<file path="src/rtl/cam_access_ctrl_pkg.sv">
// Shared constants and types for the CAM access controller and its helpers.
// Latency: none (declarations only).
// Backpressure: not applicable.
package cam_ctrl_pkg;

   localparam int KEY_W  = 8;
   localparam int DEPTH  = 16;
   localparam int ADDR_W = $clog2(DEPTH);

   // Free entries hold this key, so a requester may never insert it.
   localparam logic [KEY_W-1:0] EMPTY_KEY = '0;

   typedef enum logic [2:0] {
      S_INIT,
      S_IDLE,
      S_LOOK,
      S_CHK,
      S_WR,
      S_RESP
   } state_t;

   // ST_MISS means DUP for an insert and NOTFOUND for a delete.
   typedef enum logic [1:0] {
      ST_OK     = 2'd0,
      ST_MISS   = 2'd1,
      ST_FULL   = 2'd2,
      ST_BADKEY = 2'd3
   } status_t;

   typedef enum logic {
      OP_INS = 1'b0,
      OP_DEL = 1'b1
   } op_t;

   typedef enum logic {
      RR_UPD  = 1'b0,
      RR_SRCH = 1'b1
   } rr_t;

   typedef struct packed {
      logic             is_srch;
      op_t              op;
      logic [KEY_W-1:0] key;
   } req_t;

   function automatic logic is_empty_key(input logic [KEY_W-1:0] k);
      return k == EMPTY_KEY;
   endfunction

endpackage

</file>
<file path="src/rtl/cam_access_ctrl_if.sv">
// Requester-side handshake bundle: update and search channels plus status.
// Latency: none (wiring only).
// Backpressure: req is held by the master until the matching one-cycle ack.
interface cam_access_ctrl_if;
   import cam_ctrl_pkg::*;

   logic              upd_req;
   logic              upd_op;
   logic [KEY_W-1:0]  upd_key;
   logic              upd_ack;
   status_t           upd_status;
   logic [ADDR_W-1:0] upd_addr;

   logic              srch_req;
   logic [KEY_W-1:0]  srch_key;
   logic              srch_ack;
   logic              srch_hit;
   logic [ADDR_W-1:0] srch_addr;

   logic              ready;
   logic              full;

   modport master (
      output upd_req, upd_op, upd_key, srch_req, srch_key,
      input  upd_ack, upd_status, upd_addr, srch_ack, srch_hit, srch_addr,
      input  ready, full
   );

   modport slave (
      input  upd_req, upd_op, upd_key, srch_req, srch_key,
      output upd_ack, upd_status, upd_addr, srch_ack, srch_hit, srch_addr,
      output ready, full
   );

endinterface

</file>
<file path="src/rtl/cam_access_ctrl_free_alloc.sv">
// Lowest-index free-slot finder over the valid bitmap.
// Latency: combinational.
// Backpressure: none; any_free low means the table is full.
module cam_free_alloc
   import cam_ctrl_pkg::*;
(
   input  logic [DEPTH-1:0]  valid,
   output logic [ADDR_W-1:0] alloc_addr,
   output logic              any_free
);

   // Scan from the top so the lowest clear bit is the last one written.
   always_comb begin
      alloc_addr = '0;
      any_free   = 1'b0;
      for (int i = DEPTH - 1; i >= 0; i--) begin
         if (!valid[i]) begin
            alloc_addr = ADDR_W'(i);
            any_free   = 1'b1;
         end
      end
   end

endmodule

</file>
<file path="src/rtl/cam_access_ctrl.sv">
// Initialises the CAM, arbitrates update/search requesters round-robin, allocates slots.
// Latency grant->ack: search 3, update with write 4, rejected update 3, bad key 1.
// Backpressure: requests are held until ack; nothing is granted before ready.
module cam_access_ctrl
   import cam_ctrl_pkg::*;
(
   input  logic              clk,
   input  logic              rst,
   cam_access_ctrl_if.slave  bus,
   output logic              cam_wen,
   output logic              cam_ren,
   output logic [KEY_W-1:0]  cam_din,
   output logic [ADDR_W-1:0] cam_addr,
   input  logic [ADDR_W-1:0] cam_dout,
   input  logic              cam_hit
);

   localparam int CNT_W = ADDR_W + 1;

   state_t            state;
   logic [CNT_W-1:0]  init_cnt;
   logic [DEPTH-1:0]  valid;
   rr_t               rr_last;
   req_t              cur;
   logic [ADDR_W-1:0] tgt;

   logic [ADDR_W-1:0] alloc_addr;
   logic              any_free;
   logic              qhit;
   logic              grant_upd;
   logic              grant_srch;

   cam_free_alloc u_free_alloc (
      .valid      (valid),
      .alloc_addr (alloc_addr),
      .any_free   (any_free)
   );

   assign bus.full = &valid;

   // A raw CAM hit on a free entry is only a stale EMPTY_KEY match.
   assign qhit = cam_hit & valid[cam_dout];

   always_comb begin
      grant_upd  = 1'b0;
      grant_srch = 1'b0;
      if (bus.upd_req && bus.srch_req) begin
         grant_upd  = (rr_last == RR_SRCH);
         grant_srch = (rr_last == RR_UPD);
      end else begin
         grant_upd  = bus.upd_req;
         grant_srch = bus.srch_req;
      end
   end

   always_ff @(posedge clk or posedge rst) begin
      if (rst) begin
         state          <= S_INIT;
         init_cnt       <= '0;
         valid          <= '0;
         rr_last        <= RR_SRCH;
         cur            <= '0;
         tgt            <= '0;
         cam_wen        <= 1'b0;
         cam_ren        <= 1'b0;
         cam_din        <= '0;
         cam_addr       <= '0;
         bus.ready      <= 1'b0;
         bus.upd_ack    <= 1'b0;
         bus.upd_status <= ST_OK;
         bus.upd_addr   <= '0;
         bus.srch_ack   <= 1'b0;
         bus.srch_hit   <= 1'b0;
         bus.srch_addr  <= '0;
      end else begin
         case (state)
            S_INIT: begin
               // The counter's top bit marks that all DEPTH entries were written.
               if (init_cnt[ADDR_W]) begin
                  cam_wen   <= 1'b0;
                  bus.ready <= 1'b1;
                  state     <= S_IDLE;
               end else begin
                  cam_wen  <= 1'b1;
                  cam_din  <= EMPTY_KEY;
                  cam_addr <= init_cnt[ADDR_W-1:0];
                  init_cnt <= init_cnt + CNT_W'(1);
               end
            end

            S_IDLE: begin
               if (grant_upd) begin
                  rr_last     <= RR_UPD;
                  cur.is_srch <= 1'b0;
                  cur.op      <= op_t'(bus.upd_op);
                  cur.key     <= bus.upd_key;
                  if (is_empty_key(bus.upd_key)) begin
                     bus.upd_ack    <= 1'b1;
                     bus.upd_status <= ST_BADKEY;
                     state          <= S_RESP;
                  end else begin
                     cam_ren <= 1'b1;
                     cam_din <= bus.upd_key;
                     state   <= S_LOOK;
                  end
               end else if (grant_srch) begin
                  rr_last     <= RR_SRCH;
                  cur.is_srch <= 1'b1;
                  cur.op      <= OP_INS;
                  cur.key     <= bus.srch_key;
                  cam_ren     <= 1'b1;
                  cam_din     <= bus.srch_key;
                  state       <= S_LOOK;
               end
            end

            S_LOOK: begin
               cam_ren <= 1'b0;
               state   <= S_CHK;
            end

            S_CHK: begin
               if (cur.is_srch) begin
                  bus.srch_ack  <= 1'b1;
                  bus.srch_hit  <= qhit;
                  bus.srch_addr <= qhit ? cam_dout : '0;
                  state         <= S_RESP;
               end else if (cur.op == OP_INS) begin
                  if (qhit) begin
                     bus.upd_ack    <= 1'b1;
                     bus.upd_status <= ST_MISS;
                     state          <= S_RESP;
                  end else if (!any_free) begin
                     bus.upd_ack    <= 1'b1;
                     bus.upd_status <= ST_FULL;
                     state          <= S_RESP;
                  end else begin
                     tgt      <= alloc_addr;
                     cam_wen  <= 1'b1;
                     cam_addr <= alloc_addr;
                     cam_din  <= cur.key;
                     state    <= S_WR;
                  end
               end else begin
                  if (qhit) begin
                     tgt      <= cam_dout;
                     cam_wen  <= 1'b1;
                     cam_addr <= cam_dout;
                     cam_din  <= EMPTY_KEY;
                     state    <= S_WR;
                  end else begin
                     bus.upd_ack    <= 1'b1;
                     bus.upd_status <= ST_MISS;
                     state          <= S_RESP;
                  end
               end
            end

            S_WR: begin
               cam_wen        <= 1'b0;
               valid[tgt]     <= (cur.op == OP_INS);
               bus.upd_ack    <= 1'b1;
               bus.upd_status <= ST_OK;
               bus.upd_addr   <= tgt;
               state          <= S_RESP;
            end

            S_RESP: begin
               bus.upd_ack    <= 1'b0;
               bus.upd_status <= ST_OK;
               bus.upd_addr   <= '0;
               bus.srch_ack   <= 1'b0;
               bus.srch_hit   <= 1'b0;
               bus.srch_addr  <= '0;
               state          <= S_IDLE;
            end

            default: state <= S_IDLE;
         endcase
      end
   end

endmodule

</file>
<file path="src/flat_wrapper.sv">
// flat-port wrapper written by rule: the top's interface ports become plain ports
module cam_access_ctrl_flat import cam_ctrl_pkg::*;
  (clk, rst, cam_wen, cam_ren, cam_din, cam_addr, cam_dout, cam_hit, bus_upd_req, bus_upd_op, bus_upd_key, bus_srch_req, bus_srch_key, bus_upd_ack, bus_upd_status, bus_upd_addr, bus_srch_ack, bus_srch_hit, bus_srch_addr, bus_ready, bus_full);
  cam_access_ctrl_if bus_i ();
  input  logic clk;
  input  logic rst;
  output logic cam_wen;
  output logic cam_ren;
  output logic [KEY_W-1:0] cam_din;
  output logic [ADDR_W-1:0] cam_addr;
  input  logic [ADDR_W-1:0] cam_dout;
  input  logic cam_hit;
  input wire logic [$bits(bus_i.upd_req)-1:0] bus_upd_req;
  input wire logic [$bits(bus_i.upd_op)-1:0] bus_upd_op;
  input wire logic [$bits(bus_i.upd_key)-1:0] bus_upd_key;
  input wire logic [$bits(bus_i.srch_req)-1:0] bus_srch_req;
  input wire logic [$bits(bus_i.srch_key)-1:0] bus_srch_key;
  output wire logic [$bits(bus_i.upd_ack)-1:0] bus_upd_ack;
  output wire logic [$bits(bus_i.upd_status)-1:0] bus_upd_status;
  output wire logic [$bits(bus_i.upd_addr)-1:0] bus_upd_addr;
  output wire logic [$bits(bus_i.srch_ack)-1:0] bus_srch_ack;
  output wire logic [$bits(bus_i.srch_hit)-1:0] bus_srch_hit;
  output wire logic [$bits(bus_i.srch_addr)-1:0] bus_srch_addr;
  output wire logic [$bits(bus_i.ready)-1:0] bus_ready;
  output wire logic [$bits(bus_i.full)-1:0] bus_full;
  assign bus_i.upd_req = bus_upd_req;
  assign bus_i.upd_op = bus_upd_op;
  assign bus_i.upd_key = bus_upd_key;
  assign bus_i.srch_req = bus_srch_req;
  assign bus_i.srch_key = bus_srch_key;
  assign bus_upd_ack = bus_i.upd_ack;
  assign bus_upd_status = bus_i.upd_status;
  assign bus_upd_addr = bus_i.upd_addr;
  assign bus_srch_ack = bus_i.srch_ack;
  assign bus_srch_hit = bus_i.srch_hit;
  assign bus_srch_addr = bus_i.srch_addr;
  assign bus_ready = bus_i.ready;
  assign bus_full = bus_i.full;
  cam_access_ctrl u_core (.clk(clk), .rst(rst), .bus(bus_i), .cam_wen(cam_wen), .cam_ren(cam_ren), .cam_din(cam_din), .cam_addr(cam_addr), .cam_dout(cam_dout), .cam_hit(cam_hit));
endmodule
</file>
<file path="config.mk">
export PLATFORM = sky130hd
export DESIGN_NAME = cam_access_ctrl_flat
export DESIGN_NICKNAME = d
export VERILOG_FILES = /design/src/rtl/cam_access_ctrl_pkg.sv /design/src/rtl/cam_access_ctrl_if.sv /design/src/rtl/cam_access_ctrl_free_alloc.sv /design/src/rtl/cam_access_ctrl.sv /design/src/flat_wrapper.sv
export SDC_FILE = /design/constraint.sdc
export NUM_CORES = 1
export LEC_CHECK = 0
export BUFFER_PORTS_ARGS = -buffer_cell sky130_fd_sc_hd__buf_2
export CORE_ASPECT_RATIO = 0.9
export CORE_MARGIN = 1
export CORE_UTILIZATION = 57
export DETAILED_ROUTE_END_ITERATION = 7
export PLACE_DENSITY = 0.88
export SYNTH_ARGS = -nofsm -noshare
export SYNTH_HDL_FRONTEND = slang
export SYNTH_SLANG_ARGS = --single-unit
</file>
<file path="constraint.sdc">
create_clock -name clk -period 3.2 [get_ports clk]
set_clock_uncertainty 0.2 [all_clocks]
set_input_delay 0.64 -clock clk [delete_from_list [all_inputs] [get_ports clk]]
set_output_delay 0.64 -clock clk [all_outputs]
set_load 0.01 [all_outputs]
</file>
==> key figures <==
Status
  – Status: finished with violations
  – Failing checks: DRC

Timing
  – Max_slew headroom: 39.11%
  – Final hold vios: 0
  – Setup Viol. Count Final: 0
  – Setup TNS: 0 ps
  – Fin. max-slew vios: 0
  – Worst slew pin tran: 913.4 ps
  – Final period util: 84.27%
  – Period minus WS final: 2697 ps
  – Achievable frequency: 370.8 MHz
  – RSZ-0062 raised after global routing: false

Detailed routing
  – Final wirelength: 7739 um
  – Drt via density: 6.105
  – DRT iter0 DRCs: 178
  – Per-cell routed wire length: 16.29 um
  – Routed Antenna Nets: 0
  – Vias: 2900
  – Drt pass-1 iters: 8
  – DRC: 4

Logic synthesis
  – Post-Syn Area: 0.003507 sq mm
  – Synth area leader: dfrtp_1
  – Async set-or-reset flop fraction in the synthesized netlist: 100.0%
  – Synth top area share: 47.09%
  – Simple-Gate Fraction of Synth Area: 15.63%
  – Syn avg cell area: 10.05 sq um
  – Adder-cell area share of the yosys netlist: 0.3568%
  – Cell variety after synth: 51
  – Main combinational cell family by area after synthesis: compound AO/OA/AOI/OAI gates
  – FF+latch count, synth: 67
  – Mux share of post-synthesis cell area: 14.02%
  – Xor/xnor cell area share of the yosys netlist: 0.7492%
  – Post-Synthesis Cells: 349
  – Compound-Gate Fraction of Synth Area: 17.59%
  – Synthesized net count: 376
  – Register area share after synthesis: 47.84%
  – Prevailing post-synth register cell: dfrtp_1
  – EDFF count, synth: 0
  – Synth warn: 0
  – Synth area leaders: dfrtp_1 (47%), mux2_2 (6.7%), mux2i_1 (6.0%), nand2_1 (6.0%), o21ai_0 (5.0%)

Cells and area
  – Fin cells: 475
  – Layout cells sized above 1: 27.16%
  – Fillers: 436
  – Core Util, Final: 69.71%
  – Fin nets: 427
  – P&R area growth vs syn: 15.09%
  – Antenna Cells: 0

Clock network
  – Insertion delay to the later sink of the worst-skew pair: 350 ps
  – Htree depth: 3
  – CTS Root Cell: clkbuf_8
  – Clk buf depth: 2
  – CTS Hold Bufs: 0
  – PostCTS Resize Cnt: 0
  – CTS clk-pin slew, worst paths: 70 ps
  – Number of buffers created by CTS: 9
  – TritonCTS Sinks: 67
  – Post CTS Setup Buffer Count: 0
  – CTS tree: done

Critical path
  – RR Startpoint: u_core.state[0]
  – CP Class: reg -> reg
  – Crit path cell chain: nor2b_1 -> and2_1 -> nand2_1 -> o211ai_1 -> a21oi_4 -> mux2_2
  – Worst setup EP type: flop
  – Worst setup SP type: flop
  – Crit path required time: 3230 ps
  – Worst Path Max Fanout: 13
  – Critical path arrival: 2720 ps
  – CP max stage delay: 570 ps
  – Reg2reg setup slack: 500 ps
  – Worst r2r path cells: 6
  – CP max stage cell: dfrtp_1
  – Worst reg2reg endpoint: u_core.cam_addr[2]

GRT
  – Gr usage total: 25.25%
  – Initial antenna violation count: 0
  – GRT overflow: 0
  – Largest net degree at the start of global routing: 33
  – Number of global-route vias before repair: 2645
  – First-pass GRT wire length: 12680 um

Floorplan
  – Initial Util: 60.57%
  – Total core area: 0.005791 sq mm
  – I/O Pins: 55
  – Die Height: 76.42 um
  – Die Area: 0.006471 sq mm
  – Die W: 84.69 um
  – Cell row count: 26

Placement
  – DP HPWL: 5518 um
  – # port buffers: 54
  – GP Congestion: 0.9194
  – DP Cell Count: 459

Power and ir drop
  – Peak VDD IR: 0.0004756 V
  – Pwr/cell area: 909.3 mW/mm^2
  – Static leakage: 1.853 nW

Worst hold path
  – Worst Hold Class: in -> async

Run
  – Max Cap Viol: 0
==> state kept, by name, summed over array words and instances (netlist names) <==
register / flops
u_core.bus.upd_ack: 1
u_core.bus.srch_addr: 4
u_core.rr_last: 1
u_core.state: 3
u_core.cam_wen: 1
u_core.tgt: 4
u_core.bus.srch_hit: 1
u_core.init_cnt: 5
u_core.bus.upd_addr: 4
u_core.cam_addr: 4
u_core.bus.ready: 1
u_core.cam_din: 8
u_core.bus.srch_ack: 1
u_core.cam_ren: 1
u_core.cur: 10
u_core.valid: 16
u_core.bus.upd_status: 2
==> cells in the mapped netlist (2+ instances only) <==
master,instances
dfrtp_1,66
nand2_1,56
o21ai_0,35
mux2_2,21
mux2i_1,21
o31ai_1,19
inv_1,13
nor2_1,13
a21oi_1,12
clkbuf_1,12
nand2b_1,9
nand4_1,6
nand3_1,4
nor3_1,4
nand3b_1,3
nor2b_1,3
o211ai_1,3
o41ai_1,3
or4_1,3
a21oi_4,2
a2bb2oi_1,2
a31o_2,2
a31oi_1,2
a32oi_1,2
and2_1,2
buf_1,2
buf_2,2
buf_6,2
or2_2,2
xnor2_1,2
==> power breakdown <==
part	internal, mW	leakage, nW	switching [mW]
logic	0.633	0.887	0.755
clock network	0.459	0.108	0.324
registers	1.17	0.857	0.333
total	2.26	1.85	1.41
==> metal layers <==
| layer | wire length, um | GRT usage (%) | up-vias |
|---|---|---|---|
| met5 | 0 | 0 | - |
| met4 | 89 | 7.627 | 0 |
| met3 | 467 | 6.717 | 11 |
| met2 | 3713 | 40.49 | 105 |
| met1 | 3470 | 33.77 | 1424 |
| li1 | - | - | 1360 |
==> worst max-delay path, delay by kind of cell (launching register included) <==
family             cells  cell delay, ps
AOI/OAI and AO/OA      2             310
DFF                    1             570
muxes                  1             300
and+or+nand+nor        3            1190
==> kinds of logic after synthesis <==
family / Yosys count
flops: 67
compound gates: 91
buf+inv: 31
mux: 44
xor+xnor: 3
fa+ha+maj: 1
simple gates: 112
==> cell type report <==
type | count | area [sq um] | area share (%)
sequential | 67 | 1678 | 41.57
clock inverter | 6 | 88.84 | 2.201
inverter | 13 | 48.80 | 1.209
tap | 70 | 87.58 | 2.170
timing repair buffer | 58 | 300.3 | 7.440
multi-input combinational | 251 | 1695 | 42.00
clock buffer | 10 | 137.6 | 3.410
==> through the flow <==
stage | hold slack [ps] | setup slack [ps] | power (mW) | area [sq um]
after global placement | 249.0 | 368.4 | 2.825 | 3810
after detailed placement | 250.9 | 324.9 | 2.880 | 3810
after global routing | 26.42 | 312.3 | 3.890 | 4036
final | 12.77 | 503.4 | 3.670 | 4036
after CTS | 7.933 | 518.0 | 3.678 | 4036
after floorplan | 238.8 | 596.9 | 2.471 | 3507
==> how the worst max path moves through the flow <==
stage / start / end / slack, ps / depth (start not counted)
after global placement: cam_dout[2] / u_core.cam_din[7] / 370 / 8
after CTS: u_core.state[0] / u_core.cam_addr[2] / 520 / 6
after detailed placement: cam_dout[2] / u_core.cam_din[6] / 320 / 8
after global routing: u_core.state[0] / u_core.cam_addr[3] / 310 / 6
after floorplan: cam_dout[3] / u_core.bus.upd_status[0] / 600 / 8
final: u_core.state[0] / u_core.cam_addr[2] / 500 / 6
==> layout by cell type, fill, tap and decap left out, drive strengths merged, types with 3 or more instances in the layout <==
master,count
dfrtp,66
nand3b,3
mux2,21
a31oi,4
buf,58
a21oi,14
or4,3
o21ai,35
nand3,4
o41ai,3
nor2b,3
nand4,6
clkbuf,10
nor2,13
inv,13
nand2b,9
mux2i,22
o31ai,19
nand2,56
o211ai,3
nor3,5
Power figures use the tool's default switching activity.
